<file path="src/rtl/pulse_receiver.sv">
// rtl/pulse_receiver.sv - serial-to-parallel frame capture with popcount and abort detection
module pulse_receiver #(
  parameter int WIDTH = 16,
  parameter bit MSB_FIRST = 1'b1,
  localparam int CNT_W = $clog2(WIDTH + 1)
) (
  input  logic             clock,
  input  logic             reset_n,
  input  logic             enable,
  input  logic             serial_in,
  input  logic             frame_start,
  input  logic             clear_err,
  output logic [WIDTH-1:0] data_out,
  output logic             data_valid,
  output logic [CNT_W-1:0] ones_count,
  output logic             busy,
  output logic             frame_error
);

  typedef enum logic {IDLE, SHIFT} state_t;

  state_t           state_q, state_d;
  logic [WIDTH-1:0] shift_q, shift_d;
  logic [CNT_W-1:0] bit_cnt_q, bit_cnt_d;
  logic [WIDTH-1:0] data_q, data_d;
  logic [CNT_W-1:0] ones_q, ones_d;
  logic             valid_q, valid_d;
  logic             err_q, err_d;
  logic [WIDTH-1:0] shifted;
  logic [WIDTH-1:0] first_word;

  function automatic logic [WIDTH-1:0] insert_bit(input logic [WIDTH-1:0] base, input logic b);
    if (MSB_FIRST) return {base[WIDTH-2:0], b};
    else           return {b, base[WIDTH-1:1]};
  endfunction

  function automatic logic [CNT_W-1:0] popcount(input logic [WIDTH-1:0] w);
    logic [CNT_W-1:0] n;
    n = '0;
    for (int i = 0; i < WIDTH; i++) n = n + CNT_W'(w[i]);
    return n;
  endfunction

  assign shifted    = insert_bit(shift_q, serial_in);
  assign first_word = insert_bit({WIDTH{1'b0}}, serial_in);

  always_comb begin
    state_d   = state_q;
    shift_d   = shift_q;
    bit_cnt_d = bit_cnt_q;
    data_d    = data_q;
    ones_d    = ones_q;
    valid_d   = 1'b0;
    err_d     = err_q;
    if (clear_err) err_d = 1'b0;
    case (state_q)
      IDLE: begin
        if (enable && frame_start) begin
          shift_d   = first_word;
          bit_cnt_d = CNT_W'(1);
          state_d   = SHIFT;
        end
      end
      SHIFT: begin
        if (enable) begin
          if (frame_start) begin
            // Early frame_start wins even on the last bit: restart with this bit as bit 1.
            shift_d   = first_word;
            bit_cnt_d = CNT_W'(1);
            err_d     = 1'b1;
          end else if (bit_cnt_q == CNT_W'(WIDTH - 1)) begin
            shift_d   = shifted;
            data_d    = shifted;
            ones_d    = popcount(shifted);
            valid_d   = 1'b1;
            bit_cnt_d = '0;
            state_d   = IDLE;
          end else begin
            shift_d   = shifted;
            bit_cnt_d = bit_cnt_q + CNT_W'(1);
          end
        end
      end
      default: state_d = IDLE;
    endcase
  end

  always_ff @(posedge clock) begin
    if (!reset_n) begin
      state_q   <= IDLE;
      shift_q   <= '0;
      bit_cnt_q <= '0;
      data_q    <= '0;
      ones_q    <= '0;
      valid_q   <= 1'b0;
      err_q     <= 1'b0;
    end else begin
      state_q   <= state_d;
      shift_q   <= shift_d;
      bit_cnt_q <= bit_cnt_d;
      data_q    <= data_d;
      ones_q    <= ones_d;
      valid_q   <= valid_d;
      err_q     <= err_d;
    end
  end

  assign data_out    = data_q;
  assign data_valid  = valid_q;
  assign ones_count  = ones_q;
  assign busy        = (state_q == SHIFT);
  assign frame_error = err_q;

endmodule

</file>
<file path="config.mk">
export PLATFORM = sky130hd
export DESIGN_NAME = pulse_receiver
export DESIGN_NICKNAME = d
export VERILOG_FILES = /design/src/rtl/pulse_receiver.sv
export SDC_FILE = /design/constraint.sdc
export NUM_CORES = 1
export LEC_CHECK = 0
export ABC_AREA = 0
export BUFFER_PORTS_ARGS = -buffer_cell sky130_fd_sc_hd__buf_2
export CORE_ASPECT_RATIO = 0.75
export CORE_MARGIN = 2
export CORE_UTILIZATION = 55
export CTS_BUF_LIST = sky130_fd_sc_hd__clkbuf_4 sky130_fd_sc_hd__clkbuf_8 sky130_fd_sc_hd__clkbuf_16
export CTS_CLUSTER_SIZE = 14
export DETAILED_ROUTE_END_ITERATION = 12
export PLACE_DENSITY = 0.79
export SLEW_MARGIN = 20
export SYNTH_ARGS = -nofsm -noshare
export SYNTH_HDL_FRONTEND = slang
export SYNTH_SLANG_ARGS = --single-unit
export TNS_END_PERCENT = 30
</file>
<file path="constraint.sdc">
create_clock -name clock -period 4.55 [get_ports clock]
set_clock_uncertainty 0.2 [all_clocks]
set_input_delay 0.91 -clock clock [delete_from_list [all_inputs] [get_ports clock]]
set_output_delay 0.91 -clock clock [all_outputs]
set_load 0.01 [all_outputs]
</file>
==> flow_summary.json <==
{
  "yosys_register_bits": 44,
  "cts-root-buf": "clkbuf_8",
  "synth-compound-area-share_pct": 18.2,
  "switching_share_pct": 22.1,
  "setup_violations": 0,
  "cp.arrival_ps": 4040,
  "comb_power_share_pct": 4.4,
  "max_freq_ghz": 0.246,
  "diodes": 0,
  "wl_met2_um": 1580,
  "clockPowerShare_pct": 41.3,
  "muxShareOfSynthArea_pct": 0,
  "cts_max_level": 2,
  "async_reset_ff_share_pct": 0,
  "placed_cells": 296,
  "critPathCaptureType": "flop",
  "p_seq_share_pct": 54.3,
  "yosys_most_used_dff": "dfxtp_1",
  "syn_avg_cell_area_um2": 9.54,
  "whs_ps": 242,
  "vias_per_cell": 5.13,
  "final_util_pct": 64.3,
  "cp.buffers_inverters": 3,
  "worstSetupStartpointType": "input pin",
  "status": "completed",
  "cts_tree": "yes",
  "rows": 19,
  "dr.pass1.iters": 4,
  "crit_slowest_cell": "fa_1",
  "port_buffers": 29,
  "die_area_mm2": 0.00446,
  "dr_wl_met3_um": 173,
  "worstRegToRegCells": 11,
  "hold_class": "reg -> reg",
  "grt-ovfl-total": 0,
  "clock_path_buffers": 2,
  "crit_family": "adder cells",
  "antenna_found_initial": 0,
  "dp_hpwl_um": 2540,
  "grt_pass1_wl_um": 6670,
  "synth_cell_types": 37,
  "ioPinCount": 30,
  "start_util_pct": 58.4,
  "synth_top_family_by_area": "simple AND/OR/NAND/NOR gates",
  "p_leak_nw": 0.947,
  "slowest_delay_ps": 580,
  "drtAntennaViolNets": 0,
  "hold_viol_final": 0,
  "r2r_setup_slack_ps": 800,
  "p_per_area_mw_per_mm2": 301,
  "power_mw": 0.718,
  "rsz0062_at_grt": "no",
  "setup-tns-final_ps": 0,
  "vias": 1558,
  "r2r-end": "ones_count[4]$_SDFFE_PN0P_",
  "cts_buffers": 5,
  "setup.worst_path.end": "ones_count[4]$_SDFFE_PN0P_",
  "cp.depth": 12,
  "gr-usage-all-layers_pct": 18.9,
  "synthXorXnorAreaFrac_pct": 0.405,
  "drv_slew": 0,
  "synth_simple_gate_area_share_pct": 19.1,
  "drt-met1-wl_um": 1910,
  "min_period_ps": 4070,
  "post_cts_resized": 0,
  "layout_common_cells": "dfxtp_1, buf_2, nor2_1, nand2_1, inv_1",
  "synth_edf_count": 0,
  "core-area_mm2": 0.00371,
  "worstMarginPinSlew_ps": 887,
  "ys_warn_count": 0,
  "grt_max_degree": 44,
  "yosysSeqAreaShare_pct": 40.7,
  "drt-total-wl_um": 3730,
  "syn-num-nets": 249,
  "worst-path-max-fanout": 2,
  "grt_pass1_vias": 1504,
  "synthToLayoutAreaGrowth_pct": 10.1,
  "worstSetupPathType": "in -> reg",
  "drive_gt1_share_pct": 32.1,
  "relSlewSlack_pct": 40.8,
  "final_common_cell": "dfxtp_1",
  "synth_adder_area_share_pct": 12.7,
  "post_drt_wl_per_cell_um": 12.3,
  "first_iter_violations": 58,
  "dr.max_layer_used": "met4",
  "worstSetupStartpoint": "serial_in",
  "power_switching_mw": 0.158,
  "cts.sinks": 44,
  "insertion_delay_ps": 300,
  "crit_chain": "buf_2, inv_1, fa_1, fa_1, fa_1, fa_1, inv_1, ha_1, fa_1, a21o_1, nand3_1, a21oi_2",
  "gp_congestion": 0.753,
  "instances_no_fill": 304,
  "die_w_um": 76.4,
  "netlist_instances": 227,
  "drc": 0,
  "synth_area_mm2": 0.00216,
  "power.internal_mw": 0.559,
  "fin_crit_sh_pct": 89.4,
  "clk_pin_slew_worst_paths_ps": 80,
  "cp_common_cell": "fa_1",
  "vdd_drop_max_v": 0.000225,
  "final_nets": 273,
  "post_cts_buffers": 0,
  "die_h_um": 58.3,
  "required_ps": 4530,
  "maxCapViolations": 0,
  "r2r_start": "shift_q[0]$_SDFFE_PN0P_",
  "postCtsHoldBufs": 0
}
## tightest hold or removal path, cell delays in order, from the launching register on
cell and delay (ps):
dfxtp_1 320, nand2_1 60, a21oi_1 30
## stage by stage
| step | instance area [um^2] | setup WS [ps] |
|---|---|---|
| after detailed placement | 2270 | 143 |
| after global placement | 2270 | 183 |
| after floorplan | 2160 | 374 |
| final | 2380 | 480 |
| after global routing | 2380 | 237 |
| after CTS | 2380 | 458 |
## cells in the mapped netlist (6+ instances only)
master   number  area share (%)
a21oi_1       7             1.6
a21oi_2      19             7.7
a22oi_1      16             5.5
dfxtp_1      44              41
fa_1         10             9.2
ha_1          6             3.5
inv_1        21             3.6
nand2_1      23             4.0
nand2_2      19             5.5
nor2_1       23             4.0
## power by group through the flow
| stage | Sequential (mW) | Clock (mW) | Combinational (mW) |
|---|---|---|---|
| after floorplan | 0.398 | 0 | 0.0270 |
| after CTS | 0.390 | 0.305 | 0.0324 |
| after global placement | 0.399 | 0 | 0.0313 |
| final | 0.390 | 0.296 | 0.0317 |
| after global routing | 0.390 | 0.319 | 0.0359 |
| after detailed placement | 0.399 | 0 | 0.0319 |
## worst min path at each step
stage	endpoint	cells past startpoint	start	slack, ps
final	bit_cnt_q[4]$_SDFFE_PN0P_	2	bit_cnt_q[4]$_SDFFE_PN0P_	240
after floorplan	bit_cnt_q[4]$_SDFFE_PN0P_	2	bit_cnt_q[4]$_SDFFE_PN0P_	220
after global placement	bit_cnt_q[4]$_SDFFE_PN0P_	2	bit_cnt_q[4]$_SDFFE_PN0P_	240
after detailed placement	bit_cnt_q[4]$_SDFFE_PN0P_	2	bit_cnt_q[4]$_SDFFE_PN0P_	230
after CTS	bit_cnt_q[4]$_SDFFE_PN0P_	2	bit_cnt_q[4]$_SDFFE_PN0P_	240
after global routing	ones_count[3]$_SDFFE_PN0P_	2	ones_count[3]$_SDFFE_PN0P_	270
## cells by family (layout without fill, tap and decap cells)
| logic type | Yosys count | count (layout) |
|---|---|---|
| buf+inv | 35 | 60 |
| fa+ha+maj | 16 | 16 |
| xor+xnor | 1 | 1 |
| compound gates | 52 | 52 |
| simple gates | 79 | 79 |
| flops | 44 | 44 |
## final cells by class
class                   count  area (um^2)
well taps                  52         65.1
clock inverters             3         42.5
inverters                  22         82.6
clock buffers               5         68.8
repair buffers             30          153
fillers                   330         1330
multi-input cells         148         1090
flip-flops and latches     44          881
## metal layers
layer,track usage [%],vias to the layer above
met4,8.57,0
li1,-,791
met2,30.6,33
met1,25.0,726
met3,4.29,8
met5,0,-
## sequential cells by signal, summed over array words and instances (netlist names)
| register | cells |
|---|---|
| data_out | 16 |
| shift_q | 15 |
| bit_cnt_q | 5 |
| ones_count | 5 |
| busy | 1 |
| data_valid | 1 |
| frame_error | 1 |
(Power assumes the default switching activity.)
